File: src/rtl/imm_extend_unit.sv
// Registered, handshaked RISC-V immediate generator with a 2-entry skid buffer.
// Optional CSR uimm (Z) format enabled by defining IMMEXT_CSR_EN.
module imm_extend_unit #(
    parameter int XLEN  = 32,
    parameter int TAG_W = 4
) (
    input  logic             clk,
    input  logic             reset,
    input  logic             in_valid,
    output logic             in_ready,
    input  logic [31:0]      instr,
    input  logic [2:0]       immsrc,
    input  logic [TAG_W-1:0] in_tag,
    output logic             out_valid,
    input  logic             out_ready,
    output logic [XLEN-1:0]  immext,
    output logic             out_illegal,
    output logic [TAG_W-1:0] out_tag
);

    typedef enum logic [1:0] {EMPTY, ONE, FULL} state_t;

    state_t            state, state_nx;
    logic              accept, drain;
    logic              load_main, load_skid, move_skid;
    logic signed [31:0] raw32;
    logic [5:0]        sh6;
    logic [XLEN-1:0]   dec_imm;
    logic              dec_ill;
    logic [XLEN-1:0]   skid_imm;
    logic              skid_ill;
    logic [TAG_W-1:0]  skid_tag;
    logic              unused_opcode;

    assign unused_opcode = ^instr[6:0];

    // Every format is first formed as a signed 32-bit value so a single
    // sign-extending cast covers both XLEN settings.
    always_comb begin
        raw32   = '0;
        dec_ill = 1'b0;
        sh6     = {(XLEN == 64) ? instr[25] : 1'b0, instr[24:20]};
        unique case (immsrc)
            3'b000: raw32 = {{20{instr[31]}}, instr[31:20]};
            3'b001: raw32 = {{20{instr[31]}}, instr[31:25], instr[11:7]};
            3'b010: raw32 = {{19{instr[31]}}, instr[31], instr[7], instr[30:25], instr[11:8], 1'b0};
            3'b011: raw32 = {{11{instr[31]}}, instr[31], instr[19:12], instr[20], instr[30:21], 1'b0};
            3'b100: raw32 = {instr[31:12], 12'd0};
            3'b101: raw32 = {26'd0, sh6};
`ifdef IMMEXT_CSR_EN
            3'b110: raw32 = {27'd0, instr[19:15]};
`else
            3'b110: dec_ill = 1'b1;
`endif
            default: dec_ill = 1'b1;
        endcase
        dec_imm = XLEN'(raw32);
    end

    assign out_valid = (state != EMPTY);
    assign accept    = in_valid && in_ready;
    assign drain     = out_valid && out_ready;

    always_comb begin
        state_nx  = state;
        load_main = 1'b0;
        load_skid = 1'b0;
        move_skid = 1'b0;
        unique case (state)
            EMPTY: begin
                if (accept) begin
                    state_nx  = ONE;
                    load_main = 1'b1;
                end
            end
            ONE: begin
                if (accept && !drain) begin
                    state_nx  = FULL;
                    load_skid = 1'b1;
                end else if (accept && drain) begin
                    load_main = 1'b1;
                end else if (drain) begin
                    state_nx = EMPTY;
                end
            end
            FULL: begin
                if (drain) begin
                    state_nx  = ONE;
                    move_skid = 1'b1;
                end
            end
            default: state_nx = EMPTY;
        endcase
    end

    // in_ready is registered from the next state, so out_ready never reaches it combinationally.
    always_ff @(posedge clk) begin
        if (reset) begin
            state    <= EMPTY;
            in_ready <= 1'b1;
        end else begin
            state    <= state_nx;
            in_ready <= (state_nx != FULL);
        end
    end

    always_ff @(posedge clk) begin
        if (reset) begin
            immext      <= '0;
            out_illegal <= 1'b0;
            out_tag     <= '0;
            skid_imm    <= '0;
            skid_ill    <= 1'b0;
            skid_tag    <= '0;
        end else begin
            if (load_main) begin
                immext      <= dec_imm;
                out_illegal <= dec_ill;
                out_tag     <= in_tag;
            end else if (move_skid) begin
                immext      <= skid_imm;
                out_illegal <= skid_ill;
                out_tag     <= skid_tag;
            end
            if (load_skid) begin
                skid_imm <= dec_imm;
                skid_ill <= dec_ill;
                skid_tag <= in_tag;
            end
        end
    end

endmodule

File: config.mk
export PLATFORM = sky130hd
export DESIGN_NAME = imm_extend_unit
export DESIGN_NICKNAME = d
export VERILOG_FILES = /design/src/rtl/imm_extend_unit.sv
export SDC_FILE = /design/constraint.sdc
export NUM_CORES = 1
export LEC_CHECK = 0
export ABC_AREA = 1
export BUFFER_PORTS_ARGS = -buffer_cell sky130_fd_sc_hd__buf_2
export CAP_MARGIN = 20
export CORE_UTILIZATION = 57
export CTS_CLUSTER_DIAMETER = 80
export CTS_CLUSTER_SIZE = 40
export DETAILED_ROUTE_END_ITERATION = 7
export PLACE_DENSITY = 0.86
export SLEW_MARGIN = 20
export SYNTH_ARGS = -nofsm -noshare
export SYNTH_HDL_FRONTEND = slang
export SYNTH_SLANG_ARGS = --single-unit
File: constraint.sdc
create_clock -name clk -period 3.2 [get_ports clk]
set_input_delay 0.64 -clock clk [delete_from_list [all_inputs] [get_ports clk]]
set_output_delay 0.64 -clock clk [all_outputs]
set_load 0.005 [all_outputs]
==> impl_metrics.csv, run 1 <==
group,metric,value,unit
outcome,status,"completed",
synthesis,yosysWarnings,0,
critical_path,r2r_cells,7,
detailed_routing,wl_met3,707,um
cells_and_area,nFillCells,513,
grt,antenna_found_initial,0,
synthesis,synth_top_family_by_area,"compound AO/OA/AOI/OAI gates",
cts,cts_buffers,9,
cts,ctsHoldBuffers,0,
cells_and_area,design_area,3930,um2
synthesis,yosysSeqAreaShare,45.7,%
timing,setup_violations,0,
place,gp_routability_congestion,0.828,
job,max_cap_violations,0,
cells_and_area,layout_commonest_cell,"o21ai_0",
cts,cts_setup_buffers,0,
synthesis,synth-simple-area-share,21.1,%
grt,grt_max_degree,41,
timing,hold_ws,494,ps
synthesis,synthXorXnorAreaFrac,0,%
power,ir_drop,0.442,mV
detailed_routing,drc,0,
critical_path,worst_ep_required_time,3480,ps
power,totalPowerFinal,2.16,mW
timing,worst_slew_pin_slew,594,ps
grt,grt_pass1_wl,14.5,mm
timing,rsz0062_at_grt,"false",
power,internal_power,1.57,mW
power,powerDensity,548,nW/um2
power,total_leakage_power,1.92,nW
grt,grt_pass1_vias,3244,
critical_path,r2r-end,"immext[10]$_SDFFE_PP0P_",
detailed_routing,m1WireLength,3.76,mm
power,p_sw,0.584,mW
cts,clockBufferDepth,2,
cts,cts.sinks,77,
power,clkPwrFrac,36.4,%
synthesis,synthMuxAreaShare,0,%
critical_path,max_stage_delay,480,ps
cells_and_area,fin_nets,586,
die,die_area,6230,um2
synthesis,syn-mean-instance-area,6.97,um2
critical_path,startpoint,"reset",
detailed_routing,firstDrtPassIters,5,
synthesis,syn-cell-area,3370,um2
critical_path,ff2ff_setup_slack,1510,ps
cells_and_area,drive_above_1_share,18.8,%
die,die_x,78.9,um
timing,skew,9.83,ps
timing,slew_headroom,60.4,%
die,io_pins,82,
detailed_routing,top_layer,"met4",
critical_path,endpoint,"immext[29]$_SDFFE_PP0P_",
timing,hold_viol,0,
synthesis,netlist_instances,484,
cells_and_area,layout_common_cells,"o21ai_0 (99), nor2_1 (81), dfxtp_1 (77)",
cells_and_area,antenna_cells,0,
synthesis,synth_compound_gate_area_share,24.7,%
die,fp.dieH,78.9,um
synthesis,ys_types,21,
die,start_util,60.1,%
critical_path,critPathArrivalTime,2090,ps
grt,track_usage,29.4,%
cts,cts_resized,0,
cts,cts_tree,"done",
detailed_routing,vias_per_cell,5.70,
detailed_routing,wl,8.77,mm
cts,clock_latency,350,ps
critical_path,r2r-start,"state[1]$_SDFF_PP0_",
synthesis,netlist.area_leader.share,45.7,%
place,port_buffers,74,
place,placed_area,3730,um2
cells_and_area,fin_util,70.1,%
critical_path,critical_path_class,"input pin to flip-flop",
critical_path,slowest_stage,"inv_1",
detailed_routing,vias,3531,
cts,htreeDepth,3,
power,pwr-share-seq,48.8,%
critical_path,start_kind,"input pin",
grt,overflow,0,
cells_and_area,syn_to_final_growth,16.7,%
detailed_routing,wl_met2,4.16,mm
worst_hold_path,min_path_type,"flip-flop to flip-flop",
detailed_routing,ant_nets,0,
timing,clock.fmax,0.551,GHz
timing,finalCritPeriodShare,56.7,%
synthesis,synthAdderAreaFrac,0,%
timing,final.setup.tns,0,ps
power,comb_power_share,14.8,%
cts,cts-root-buf,"clkbuf_8",
cts,clkTransAtPathRegs,80,ps
synthesis,synth-seq-cells,77,
die,core_area,5610,um2
synthesis,synth_top_area_cell,"dfxtp_1",
place,dp_hpwl,5.60,mm
critical_path,crit_chain,"buf_2 > inv_1 > buf_4 > o21ai_0 > a21oi_1",
timing,fin_crit,1810,ps
detailed_routing,drt_iter0_markers,342,
critical_path,endpoint_kind,"flip-flop",
synthesis,synth_nets,527,
die,num_rows,27,
timing,slew_viol_final,0,
synthesis,netlist_top_cells_area,"dfxtp_1 (46%), o21ai_0 (15%), nor2_1 (9.0%)",
power,swShare,27.1,%
critical_path,critPathMaxFanout,37,
detailed_routing,wire_per_inst,14.2,um
==> flip-flops by register name (all words and copies together), names as in the netlist <==
signal and flops:
out_tag 4, immext 32, out_illegal 1, in_ready 1
skid_tag 4, skid_imm 32, state 2, skid_ill 1
==> worst min path at each step <==
stage,startpoint,endpoint,cells past startpoint
2_1_floorplan,skid_imm[31]$_SDFFE_PP0P_,immext[31]$_SDFFE_PP0P_,2
3_3_place_gp,skid_imm[31]$_SDFFE_PP0P_,immext[31]$_SDFFE_PP0P_,2
3_5_place_dp,skid_imm[31]$_SDFFE_PP0P_,immext[31]$_SDFFE_PP0P_,2
4_1_cts,skid_imm[31]$_SDFFE_PP0P_,immext[31]$_SDFFE_PP0P_,2
5_1_grt,skid_imm[31]$_SDFFE_PP0P_,immext[31]$_SDFFE_PP0P_,2
6_report,skid_imm[5]$_SDFFE_PP0P_,skid_imm[5]$_SDFFE_PP0P_,2
==> logic make-up (layout without fill, tap and decap cells) <==
| kind of cell | count (synthesis) | after routing |
|---|---|---|
| AO/OA/AOI/OAI | 164 | 164 |
| buffers and inverters | 67 | 131 |
| flip-flops | 77 | 77 |
| AND/OR/NAND/NOR | 176 | 176 |
==> final cells by class <==
class / instances / area (um2) / area share, %
Clock buffer: 11 / 131 / 3.34
Clock inverter: 5 / 75.1 / 1.91
Inverter: 34 / 129 / 3.28
Multi-Input combinational cell: 340 / 1540 / 39.2
Sequential cell: 77 / 1540 / 39.2
Tap cell: 72 / 90.1 / 2.29
Timing Repair Buffer: 81 / 423 / 10.8
==> metrics by stage <==
step / std cells / worst slack [ps]
2_1_floorplan: 484 / 1600
3_3_place_gp: 604 / 1120
3_5_place_dp: 604 / 1120
4_1_cts: 620 / 1430
5_1_grt: 620 / 1250
6_report: 620 / 1390
==> power by group through the flow <==
stage / logic (mW) / registers [mW] / clock network (mW)
2_1_floorplan: 0.196 / 1.07 / 0
3_3_place_gp: 0.305 / 1.07 / 0
3_5_place_dp: 0.313 / 1.07 / 0
4_1_cts: 0.317 / 1.05 / 0.788
5_1_grt: 0.361 / 1.06 / 0.831
6_report: 0.320 / 1.05 / 0.785
==> critical path, delay by kind of cell <==
| kind | cells | cell delay (ps) |
|---|---|---|
| buffers and inverters | 3 | 1120 |
| AO/OA/AOI/OAI | 2 | 320 |
==> cells in the mapped netlist <==
cell and count:
o21ai_0 99, nor3_4 1, clkbuf_1 9, nand2_1 73, o21ai_1 19, inv_2 4, dfxtp_1 77, a211oi_1 4
o211ai_1 1, clkinv_2 1, clkbuf_2 6, nand3_1 13, a21oi_1 41, nand4_1 5, buf_1 1, nand2_2 2
inv_1 29, buf_4 2, nand3b_1 1, nor2_1 81, buf_2 15
==> per-layer routing <==
layer	track usage, %	vias up
met5	0	-
met4	10.9	0
met3	5.29	21
met2	49.7	182
met1	37.4	1617
li1	-	1711
(Power assumes the default switching activity.)
==> run 2, diff against run 1 <==
--- a/config.mk
+++ b/config.mk
@@ -5,14 +5,14 @@
 export SDC_FILE = /design/constraint.sdc
 export NUM_CORES = 1
 export LEC_CHECK = 0
-export ABC_AREA = 1
+export ABC_AREA = 0
 export BUFFER_PORTS_ARGS = -buffer_cell sky130_fd_sc_hd__buf_2
 export CAP_MARGIN = 20
-export CORE_UTILIZATION = 57
+export CORE_UTILIZATION = 49
 export CTS_CLUSTER_DIAMETER = 80
 export CTS_CLUSTER_SIZE = 40
 export DETAILED_ROUTE_END_ITERATION = 7
-export PLACE_DENSITY = 0.86
+export PLACE_DENSITY = 0.78
 export SLEW_MARGIN = 20
 export SYNTH_ARGS = -nofsm -noshare
 export SYNTH_HDL_FRONTEND = slang
==> constraint.sdc (replaced) <==
create_clock -name clk -period 1.6 [get_ports clk]
set_input_delay 0.32 -clock clk [delete_from_list [all_inputs] [get_ports clk]]
set_output_delay 0.32 -clock clk [all_outputs]
set_load 0.005 [all_outputs]
==> run 2 against run 1 <==
  * Total power is 100% higher
  * Final cell count increased by 0.81%
  * Register-to-register slack lost 1400 ps
  * Sequential power increased by 100%
  * Synthesized cell count shrank 6.4%
  * Critical endpoint is now immext[30]$_SDFFE_PP0P_
==> impl_metrics.csv, run 2 <==
group,metric,value,unit
detailed_routing,wire_per_inst,14.7,um
die,core_area,7250,um2
timing,worst_slew_pin_slew,392,ps
critical_path,r2r_cells,5,
cells_and_area,layout_commonest_cell,"nand2_1",
synthesis,yosysWarnings,0,
cells_and_area,syn_to_final_growth,20.3,%
synthesis,yosysSeqAreaShare,42.1,%
grt,track_usage,24.3,%
critical_path,ff2ff_setup_slack,120,ps
detailed_routing,wl,9.19,mm
power,ir_drop,0.502,mV
power,total_leakage_power,1.76,nW
grt,grt_pass1_wl,14.9,mm
grt,overflow,0,
place,dp_hpwl,6.14,mm
synthesis,synth-seq-cells,77,
die,io_pins,82,
cts,htreeDepth,3,
detailed_routing,drt_iter0_markers,197,
cts,ctsHoldBuffers,0,
timing,skew,8.49,ps
place,port_buffers,74,
detailed_routing,drc,0,
outcome,status,"completed",
grt,grt_max_degree,55,
timing,hold_viol,0,
detailed_routing,vias_per_cell,5.71,
timing,worst_slack,124,ps
synthesis,dominantRegCellSynth,"dfxtp_1",
synthesis,netlist_instances,453,
cts,clkTransAtPathRegs,90,ps
timing,setup_violations,0,
timing,final.setup.tns,0,ps
critical_path,r2r-start,"state[1]$_SDFF_PP0_",
timing,fin_crit,1480,ps
critical_path,worst_ep_required_time,1860,ps
die,die_area,7820,um2
die,start_util,50.5,%
critical_path,r2r-end,"immext[30]$_SDFFE_PP0P_",
detailed_routing,ant_nets,0,
power,powerDensity,983,nW/um2
timing,slew_viol_final,0,
grt,antenna_found_initial,0,
synthesis,synth_top_area_cell,"dfxtp_1",
synthesis,ys_types,38,
die,die_x,88.4,um
worst_hold_path,min_path_type,"input pin to flip-flop",
timing,rsz0062_at_grt,"false",
critical_path,critPathArrivalTime,1740,ps
critical_path,critical_path_class,"flip-flop to flip-flop",
cells_and_area,nFillCells,650,
cts,clockBufferDepth,2,
detailed_routing,vias,3566,
timing,slew_headroom,73.9,%
synthesis,synth_nets,496,
cts,cts-root-buf,"clkbuf_8",
critical_path,critPathMaxFanout,17,
synthesis,synthArstFlopShare,0,%
critical_path,start_kind,"flip-flop",
die,fp.dieH,88.4,um
place,gp_routability_congestion,0.790,
place,placed_area,4200,um2
timing,clock.fmax,0.677,GHz
detailed_routing,firstDrtPassIters,5,
cts,cts_tree,"done",
cells_and_area,drive_above_1_share,23.6,%
critical_path,endpoint_kind,"flip-flop",
synthesis,yosysMostFrequentCell,"nand2_1",
worst_hold_path,whs_path_depth,3,
synthesis,synth_edf_count,0,
cells_and_area,top_regs,"immext x32, skid_imm x32",
die,num_rows,31,
cells_and_area,fin_util,60.7,%
cells_and_area,layout_common_cells,"nand2_1 (92), dfxtp_1 (76), buf_2 (74)",
synthesis,syn-cell-area,3660,um2
cells_and_area,design_area,4400,um2
cells_and_area,fin_nets,564,
cts,clock_latency,360,ps
synthesis,netlist_top_cells_area,"dfxtp_1 (42%), nand2_1 (9.4%), a211oi_1 (5.7%)",
synthesis,netlist.area_leader.share,42.1,%
cells_and_area,antenna_cells,0,
worst_hold_path,worstHoldStart,"in_tag[3]",
cts,cts.sinks,77,
timing,finalCritPeriodShare,92.3,%
cts,cts_buffers,9,
place,dp_slack,24.1,ps
job,max_cap_violations,0,
grt,grt_pass1_vias,3256,
synthesis,syn-mean-instance-area,8.08,um2
synthesis,yosys-top-cells-count,"nand2_1 (92), dfxtp_1 (77), nor2_1 (49)",
worst_hold_path,hold_end,"skid_tag[3]$_SDFFE_PP0P_",
==> run 2: cell count changes after synthesis, moves of 13 or more <==
cell	change
a211oi_1	+24
o21ai_0	-92
a21oi_1	-13
nor2_1	-32
a311oi_1	+19
nor3_1	+28
inv_1	-27
o21ai_1	-19
nand2_1	+19
==> run 2: worst max-delay path, stage by stage (launching register included) <==
cell and delay [ps]:
dfxtp_1 340, and3b_1 280, nand2_1 130, buf_4 210, and3_1 160, a211oi_1 260
==> run 2: final cells by class <==
type	count	area, um2	share of cell area, %
Multi-Input combinational cell	333	1890	42.9
Sequential cell	77	1540	35.0
Timing Repair Buffer	98	638	14.5
Clock buffer	10	138	3.13
Tap cell	99	124	2.81
Clock inverter	6	62.6	1.42
Inverter	2	7.51	0.171
==> run 2: timing repair <==
action                                 in CTS  in global routing
gates resized for setup                     0                  2
setup buffers                               0                  0
endpoints found under the hold margin       0                  0
setup endpoints to repair                   0                  5
==> run 2: power breakdown <==
part / internal (mW) / switching, mW
Combinational: 0.330 / 0.401
Clock: 0.757 / 0.729
Sequential: 2.04 / 0.0697
Total: 3.13 / 1.20
==> run 2: how the worst max path moves through the flow <==
stage | slack [ps] | cells past startpoint | end | from
floorplan | 230 | 6 | immext[12]$_SDFFE_PP0P_ | immsrc[2]
global placement | 70 | 5 | immext[19]$_SDFFE_PP0P_ | immsrc[2]
detailed placement | 20 | 5 | immext[16]$_SDFFE_PP0P_ | immsrc[2]
CTS | 130 | 5 | immext[30]$_SDFFE_PP0P_ | state[1]$_SDFF_PP0_
global route | 20 | 5 | immext[8]$_SDFFE_PP0P_ | state[1]$_SDFF_PP0_
finish | 120 | 5 | immext[30]$_SDFFE_PP0P_ | state[1]$_SDFF_PP0_
==> run 2: cell families after synthesis <==
| family | Yosys count | synth area share (%) |
|---|---|---|
| AOI/OAI and AO/OA | 92 | 17.5 |
| buffers and inverters | 43 | 6.53 |
| DFF | 77 | 42.1 |
| muxes | 12 | 3.28 |
| and+or+nand+nor | 229 | 30.5 |
==> run 2: metal layers <==
layer / routed length (um) / vias to the layer above / global-route usage [%] / share of wire, %
met5: 0 / - / 0 / 0
met3: 484 / 20 / 6.25 / 5.3
li1: - / 1750 / - / -
met1: 4040 / 1689 / 29.0 / 44
met2: 4440 / 107 / 41.9 / 48
met4: 215 / 0 / 9.24 / 2.3
==> run 2: metrics by stage <==
step           cells  power, mW  hold slack [ps]
2_1_floorplan    453       2.59              412
5_1_grt          625       4.50              225
3_3_place_gp     609       2.85              435
6_report         625       4.33              212
4_1_cts          625       4.34              203
3_5_place_dp     609       2.88              440
